`config.mk`:
```
export PLATFORM = sky130hd
export DESIGN_NAME = imem_arbiter
export DESIGN_NICKNAME = d
export VERILOG_FILES = /design/src/rtl/imem_pkg.sv /design/src/rtl/imem_arbiter_arb2_rr.sv /design/src/rtl/imem_arbiter.sv
export SDC_FILE = /design/constraint.sdc
export NUM_CORES = 1
export LEC_CHECK = 0
export CAP_MARGIN = 20
export CORE_MARGIN = 2
export CORE_UTILIZATION = 31
export DETAILED_ROUTE_END_ITERATION = 12
export GPL_ROUTABILITY_DRIVEN = 0
export PLACE_DENSITY = 0.82
export SETUP_SLACK_MARGIN = 0.4
export SYNTH_ARGS = -nofsm -noshare
export SYNTH_HDL_FRONTEND = slang
export SYNTH_HIERARCHICAL = 1
export SYNTH_SLANG_ARGS = --single-unit
```
`constraint.sdc`:
```
create_clock -name clk -period 2.8 [get_ports clk]
set_clock_uncertainty 0.2 [all_clocks]
set_input_delay 0.28 -clock clk [delete_from_list [all_inputs] [get_ports clk]]
set_output_delay 0.28 -clock clk [all_outputs]
set_load 0.005 [all_outputs]
```
`src/rtl/imem_pkg.sv`:
```
// Shared types and constants for the instruction-ROM arbiter.
// Constants mirror the legacy defines (InstMemNum, ZeroWord, ChipEnable, ...).
package imem_pkg;

    localparam int unsigned INST_MEM_NUM      = 4096;
    localparam int unsigned INST_MEM_NUM_LOG2 = 12;
    localparam logic [31:0] ZERO_WORD         = 32'h0000_0000;
    localparam logic        CHIP_ENABLE       = 1'b1;
    localparam logic        CHIP_DISABLE      = 1'b0;

    typedef enum logic {
        IMEM_PORT_FETCH = 1'b0,
        IMEM_PORT_DATA  = 1'b1
    } imem_port_e;

    typedef struct packed {
        logic        valid;
        imem_port_e  id;
        logic [31:0] data;
        logic        err;
    } imem_rsp_t;

    // Word index must be aligned, fit in idx_w bits and lie below the ROM depth.
    function automatic logic imem_addr_bad(
        input logic [31:0] addr,
        input int unsigned words = INST_MEM_NUM,
        input int unsigned idx_w = INST_MEM_NUM_LOG2
    );
        logic [31:0] idx;
        idx = {2'b00, addr[31:2]};
        return (addr[1:0] != 2'b00) || ((idx >> idx_w) != '0) || (idx >= words);
    endfunction

endpackage

```
`src/rtl/imem_arbiter_arb2_rr.sv`:
```
// Two-requester arbiter with enable; round-robin pointer when IMEM_ARB_RR_EN
// is defined, fixed priority (port 0 wins) otherwise.
module arb2_rr (
`ifdef IMEM_ARB_RR_EN
    input  logic       clk,
    input  logic       rst_n,
`endif
    input  logic       en,
    input  logic [1:0] req,
    output logic [1:0] gnt
);

    logic [1:0] tie_gnt;

`ifdef IMEM_ARB_RR_EN
    logic last;

    // Reset to 1 so the first tie goes to port 0.
    always_ff @(posedge clk or negedge rst_n) begin
        if (!rst_n) begin
            last <= 1'b1;
        end else if (|gnt) begin
            last <= gnt[1];
        end
    end

    assign tie_gnt = last ? 2'b01 : 2'b10;
`else
    assign tie_gnt = 2'b01;
`endif

    always_comb begin
        gnt = '0;
        if (en) begin
            case (req)
                2'b01:   gnt = 2'b01;
                2'b10:   gnt = 2'b10;
                2'b11:   gnt = tie_gnt;
                default: gnt = '0;
            endcase
        end
    end

endmodule

```
`src/rtl/imem_arbiter.sv`:
```
// Arbitrates the instruction ROM between fetch (port 0) and data reads (port 1),
// registering one response slot. Tie-break mode selected by IMEM_ARB_RR_EN.
module imem_arbiter
    import imem_pkg::*;
#(
    parameter int unsigned MEM_WORDS  = INST_MEM_NUM,
    parameter int unsigned ADDR_LSB_W = INST_MEM_NUM_LOG2
) (
    input  logic        clk,
    input  logic        rst_n,
    input  logic [1:0]  req_i,
    input  logic [31:0] addr0_i,
    input  logic [31:0] addr1_i,
    output logic [1:0]  gnt_o,
    input  logic        flush_i,
    output logic        rsp_valid_o,
    output logic        rsp_id_o,
    output logic [31:0] rsp_data_o,
    output logic        rsp_err_o,
    input  logic        rsp_ready_i,
    output logic        rom_ce_o,
    output logic [31:0] rom_addr_o,
    input  logic [31:0] rom_inst_i
);

    imem_rsp_t   slot;
    logic        slot_free;
    logic [1:0]  eligible;
    logic [1:0]  gnt;
    logic        granted;
    logic        bad;
    logic [31:0] sel_addr;
    imem_port_e  gnt_id;

    assign slot_free = !slot.valid || rsp_ready_i;
    assign eligible  = req_i & {1'b1, ~flush_i};

    // Enable is gated by rst_n so no grant is visible while reset is asserted.
    arb2_rr u_arb (
`ifdef IMEM_ARB_RR_EN
        .clk   (clk),
        .rst_n (rst_n),
`endif
        .en    (slot_free && rst_n),
        .req   (eligible),
        .gnt   (gnt)
    );

    always_comb begin
        granted    = |gnt;
        gnt_id     = gnt[1] ? IMEM_PORT_DATA : IMEM_PORT_FETCH;
        sel_addr   = gnt[1] ? addr1_i : addr0_i;
        bad        = imem_addr_bad(sel_addr, MEM_WORDS, ADDR_LSB_W);
        rom_ce_o   = (granted && !bad) ? CHIP_ENABLE : CHIP_DISABLE;
        rom_addr_o = granted ? sel_addr : ZERO_WORD;
    end

    assign gnt_o = gnt;

    always_ff @(posedge clk or negedge rst_n) begin
        if (!rst_n) begin
            slot <= '0;
        end else if (granted) begin
            slot.valid <= 1'b1;
            slot.id    <= gnt_id;
            slot.data  <= bad ? ZERO_WORD : rom_inst_i;
            slot.err   <= bad;
        end else if (rsp_ready_i || (flush_i && slot.id == IMEM_PORT_FETCH)) begin
            slot.valid <= 1'b0;
        end
    end

    assign rsp_valid_o = slot.valid;
    assign rsp_id_o    = slot.id;
    assign rsp_data_o  = slot.data;
    assign rsp_err_o   = slot.err;

endmodule

```
==> impl_results.md, run 1 <==
- DIE WIDTH: 81.7 microns
- CTS tree: done
- Area growth, synth to finish: 118%
- Top Metal Used: met4
- Layout cells sized above 1: 0.194
- Max IR drop VDD: 0.000261 V
- Metal-1 WL: 2990 microns
- Hold Vio Cnt, Final: 0
- Pre-Repair DR Iteration Count: 4
- Status: complete, no violations
- Reg area: 876 sq um
- Yosys warnings: 6
- Std-Cell Rows: 28
- Post-synthesis xor/xnor area fraction: 0
- I/O pin cnt: 172
- Setup tns final: 0 ns
- Tot Pwr: 1.25 mW
- Placed cell count: 458
- Syn avg cell area: 8.82 sq um
- Mux contribution to synthesized area: 0
- Num CTS Buffers: 5
- Fraction of the yosys area taken by sequential cells: 0.468
- RSZ-0062 raised after global routing: yes
- Leakage: 1.68 nW
- Antenna cells: 0
- DRT iter0 DRCs: 59
- Layout Cells excl Fill: 477
- Synth area leaders: dfrtp_1 (47%), a22o_1 (15%), nand2_1 (13%)
- Net Count, Synth: 314
- Final #Nets: 503
- Final core occ: 0.692
- PwrDens: 307 mW/mm^2
- Clock Sinks: 35
- Commonest cells after routing, fill and taps aside: clkdlybuf4s50_1 (155), nand2_1 (58), dfrtp_1 (35)
- Core box area: 0.00589 sq mm
- Area fraction in compound gates after synthesis: 0.272
- Critical Path RT: 2.82 ns
- Largest net degree at the start of global routing: 36
- Crit path arrival time: 2.75 ns
- Drt total wl: 7880 microns
- Die footprint: 0.00667 sq mm
- H-tree Lvls: 2
- Crit Path Category: register to register
- Worst min path class: primary input to register
- Worst-Margin Slew: 0.417 ns
- CP Launch Type: register
- Vias per Instance: 4.96
- Number of cells produced by synthesis: 212
- Vias in the first global route: 2228
- # DRC: 0
- Antenna Nets Post-Route: 0
- Grt total ovfl: 0
- Filler cell count: 454
- Final setup fails: 0
- Post-synth cell types: 28
- Slew Limit Fails: 0
- Initial Util: 0.318
- Yosys top cell by area: dfrtp_1
- Area of the multi-input gates: 0.00100 sq mm
- Worst-path clk slew: 0.08 ns
- Crit path max fanout: 16
- Die Ht: 81.7 microns
- Gr usage total: 0.207
- FF+latch count, synth: 35
- Simple-gate share of the synthesized area: 0.209
- Max clock buf depth: 2
- Met2 wire len: 4010 microns
- Metal3 WL: 810 microns
- Worst skew pair latency: 0.28 ns
- First-pass GRT wire length: 10600 microns
- CTS root buffer: clkbuf_8
- Final hold slack: 0.221 ns
- Max Cap Viol: 0
- HPWL reported at the end of detailed placement: 5520 microns
- Port Buffers: 171
- Rel. slew slack: 0.719
- Post-synth top area share: 0.468
- Mapped Area: 0.00187 sq mm
- Initial antenna violation count: 0
- Tmin final: 2.73 ns
- Adder-cell share of the synthesized area: 0
- Vias: 2366
- Period utilisation layout: 0.975
- Maximum clock frequency: 366 MHz
- Commonest non-fill, non-tap cell in the layout: clkdlybuf4s50_1
- Setup crit end kind: register
- Largest family of logic cells by synthesized area: compound AO/OA/AOI/OAI gates
- WL/cell: 16.5 microns
==> state kept, by name, indices dropped and copies added (netlist names) <==
name,cells
rsp_valid_o,1
rsp_data_o,32
rsp_err_o,1
rsp_id_o,1
==> timing repair <==
item	4_1_cts	5_1_grt
buffers inserted	3	4
resized for setup	74	23
gates cloned	1	3
hold buffers	0	0
pin swaps	4	4
endpoints found under the setup margin	68	66
==> routing by layer <==
layer  global-route usage  vias to the layer above
met5                    0                        -
met4               0.0600                        0
met3               0.0736                        6
met2                0.386                      120
met1                0.218                     1100
li1                     -                     1140
==> through the flow <==
step	cell area, sq um	worst slack, ns
after CTS	3920	0.0722
after floorplan	1870	0.421
after global routing	4080	-0.0273
final	4080	0.0699
after global placement	3740	-0.530
after detailed placement	3740	-0.575
==> worst paths after layout <==
check / from / to / slack [ns] / depth (start not counted)
max in group asynchronous: rst_n / rsp_data_o[30]$_DFFE_PN0N_ / 1.85 / 2
worst max-delay path: rsp_valid_o$_DFFE_PN0P_ / rsp_data_o[2]$_DFFE_PN0N_ / 0.07 / 11
worst min register to register: rsp_err_o$_DFFE_PN0N_ / rsp_err_o$_DFFE_PN0N_ / 0.30 / 2
worst min-delay path: rsp_ready_i / rsp_valid_o$_DFFE_PN0P_ / 0.22 / 3
min in group asynchronous: rst_n / rsp_valid_o$_DFFE_PN0P_ / 0.24 / 2
worst max register to register: rsp_valid_o$_DFFE_PN0P_ / rsp_data_o[2]$_DFFE_PN0N_ / 0.07 / 11
==> cell usage after synthesis <==
library cell / count
nand2_1: 64
dfrtp_1: 35
o21ai_1: 33
a22o_1: 32
clkbuf_1: 10
nor4_1: 6
buf_1: 5
buf_6: 3
nor2_1: 2
nor2b_1: 2
nor3_1: 2
nor4b_1: 2
a2111oi_0: 1
a2111oi_4: 1
a21o_1: 1
a21oi_1: 1
and2_1: 1
and2_2: 1
and3b_1: 1
inv_1: 1
nand2b_1: 1
nand3_1: 1
nand3b_1: 1
nor3b_1: 1
o22a_1: 1
o22ai_1: 1
or4_1: 1
or4b_1: 1
==> worst max-delay path, stage by stage (launching register included) <==
cell and delay [ns]:
dfrtp_1 0.41, nand2b_4 0.08, and2_4 0.13, and3b_2 0.23, or4b_1 0.44, o22a_1 0.26, buf_4 0.15, buf_6 0.11
a2111oi_4 0.17, buf_4 0.19, clkbuf_16 0.17, a22o_1 0.12
==> where the power goes <==
part,internal [mW],switching (mW),total [mW]
Sequential,0.510,0.00553,0.515
Combinational,0.233,0.133,0.366
Clock,0.178,0.194,0.372
Total,0.920,0.332,1.25
==> cell families (layout without fill, tap and decap cells) <==
logic type / after synthesis / count (layout)
DFF: 35 / 35
buffers and inverters: 19 / 209
AOI/OAI and AO/OA: 71 / 71
and+or+nand+nor: 87 / 87
==> layout make-up <==
| type | count | area share |
|---|---|---|
| tap | 75 | 0.0230 |
| timing repair buffer | 200 | 0.492 |
| multi-input combinational | 158 | 0.246 |
| clock buffer | 5 | 0.0169 |
| clock inverter | 3 | 0.00583 |
| sequential | 35 | 0.215 |
| inverter | 1 | 0.000921 |
No activity file was read; power rests on OpenSTA's default activity.
==> run 2, diff against run 1 <==
--- a/config.mk
+++ b/config.mk
@@ -9,7 +9,6 @@
 export CORE_MARGIN = 2
 export CORE_UTILIZATION = 31
 export DETAILED_ROUTE_END_ITERATION = 12
-export GPL_ROUTABILITY_DRIVEN = 0
 export PLACE_DENSITY = 0.82
 export SETUP_SLACK_MARGIN = 0.4
 export SYNTH_ARGS = -nofsm -noshare
==> constraint.sdc (replaced) <==
create_clock -name clk -period 2.8 [get_ports clk]
set_clock_uncertainty 0.2 [all_clocks]
set_input_delay 0.28 -clock clk [delete_from_list [all_inputs] [get_ports clk]]
set_output_delay 0.28 -clock clk [all_outputs]
set_load 0.02 [all_outputs]
==> impl_results.md, run 2 (synthesized netlist as in run 1, its figures left out) <==
- CTS tree: done
- Vias: 2317
- Area growth, synth to finish: 115%
- Commonest non-fill, non-tap cell in the layout: clkdlybuf4s50_1
- Pre-Repair DR Iteration Count: 4
- Antenna Nets Post-Route: 0
- Hold Vio Cnt, Final: 0
- Initial Util: 0.318
- Cell internal pwr: 999 uW
- Maximum clock frequency: 366 MHz
- Crit Path Category: register to output port
- DIE WIDTH: 81.7 microns
- Die Ht: 81.7 microns
- Commonest cells after routing, fill and taps aside: clkdlybuf4s50_1 (134), nand2_1 (64), dfrtp_1 (34)
- Max Cap Viol: 0
- Worst-path clk slew: 0.07 ns
- Initial antenna violation count: 0
- Final #Nets: 497
- Core box area: 0.00589 sq mm
- Gr usage total: 0.207
- Worst R2R Setup Slack: 0.09 ns
- Final setup fails: 0
- Switching power: 351 uW
- WL/cell: 15.6 microns
- Grt total ovfl: 0
- Worst min path class: primary input to asynchronous set/reset pin
- RSZ-0062 raised after global routing: yes
- Setup tns final: 0 ns
- H-tree Lvls: 2
- Layout cells sized above 1: 0.199
- Critical Path RT: 2.32 ns
- Hold_buf cts: 0
- Vias in the first global route: 2265
- Std-Cell Rows: 28
- Worst-Margin Slew: 0.425 ns
- Max clock buf depth: 2
- CTS root buffer: clkbuf_8
- Leakage: 1.70 nW
- First-pass GRT wire length: 10600 microns
- Logic pwr share: 0.289
- PwrDens: 336 mW/mm^2
- Final core occ: 0.682
- Num CTS Buffers: 5
- Rel. slew slack: 0.717
- Drt total wl: 7340 microns
- Slew Limit Fails: 0
- Status: complete, no violations
- Port Buffers: 171
- I/O pin cnt: 172
- Tmin final: 2.73 ns
- Die footprint: 0.00667 sq mm
- Clock Sinks: 35
- Clock network fraction of design power: 0.330
- Antenna cells: 0
- Period utilisation layout: 0.976
- Largest net degree at the start of global routing: 36
- Switching Fraction: 0.260
- Setup crit end kind: output port
- Crit path max fanout: 4
- Register share of total power: 0.382
- DRT iter0 DRCs: 76
- Worst skew pair latency: 0.28 ns
- Max IR drop VDD: 0.000234 V
- CP Launch Type: register
- Max FFs per register: 32
- Vias per Instance: 4.92
- Crit path arrival time: 2.25 ns
- Placer Congestion: 0.765
- # DRC: 0
- HPWL reported at the end of detailed placement: 5640 microns
run 2: path summary, 6_finish.rpt:
kind	from	to	cells after the start
max	rsp_valid_o$_DFFE_PN0P_	rom_ce_o	7
min	rst_n	rsp_data_o[20]$_DFFE_PN0N_	2
max reg2reg	rsp_valid_o$_DFFE_PN0P_	rsp_data_o[24]$_DFFE_PN0N_	10
min reg2reg	rsp_data_o[27]$_DFFE_PN0N_	rsp_data_o[27]$_DFFE_PN0N_	1
max in group asynchronous	rst_n	rsp_valid_o$_DFFE_PN0P_	2
min in group clk	rsp_data_o[27]$_DFFE_PN0N_	rsp_data_o[27]$_DFFE_PN0N_	1
run 2: area by class of cell:
cell class | instances | area, sq um
well taps | 75 | 93.8
clock buffers | 5 | 68.8
repair buffers | 194 | 1920
clock inverters | 3 | 43.8
inverters | 1 | 3.75
flip-flops and latches | 35 | 877
multi-input cells | 158 | 1010
fillers | 489 | 1870
run 2: per-stage QoR:
| stage | instance area, sq um | instances | setup WS, ns | total power, mW | hold slack, ns |
|---|---|---|---|---|---|
| final | 4020 | 471 | 0.0674 | 1.35 | 0.0523 |
| after global routing | 4020 | 471 | -0.0266 | 1.40 | 0.0913 |
| after CTS | 3950 | 471 | 0.0512 | 1.35 | 0.0333 |
| after detailed placement | 3800 | 460 | -0.661 | 0.900 | 0.292 |
| after global placement | 3800 | 460 | -0.545 | 0.897 | 0.286 |
| after floorplan | 1910 | 212 | 0.254 | 0.641 | -0.216 |
run 2: critical path, cell delays in order (launching register included):
cell and delay, ns:
dfrtp_2 0.43, nand2b_4 0.07, and2_4 0.13, and3b_2 0.22
or4b_1 0.44, o22a_1 0.27, a2111oi_4 0.21, buf_4 0.20
run 2: what timing repair did:
item                       in CTS  in global routing
cloned                          1                  0
setup endpoints to repair      68                 64
buffers inserted                2                  0
pin swaps                       5                  0
resized for setup             123                 33
run 2: power groups by stage:
stage               registers [mW]  logic, mW  clock network [mW]
floorplan                    0.529      0.111                   0
global placement             0.523      0.374                   0
detailed placement           0.523      0.377                   0
CTS                          0.515      0.379               0.460
global route                 0.515      0.414               0.472
finish                       0.515      0.390               0.445
run 2: per-layer routing:
metal / up-vias / global-route usage / part of all wire
li1: 1125 / - / -
met1: 1061 / 0.226 / 0.37
met2: 120 / 0.374 / 0.49
met3: 11 / 0.0681 / 0.12
met4: 0 / 0.0717 / 0.019
met5: - / 0 / 0
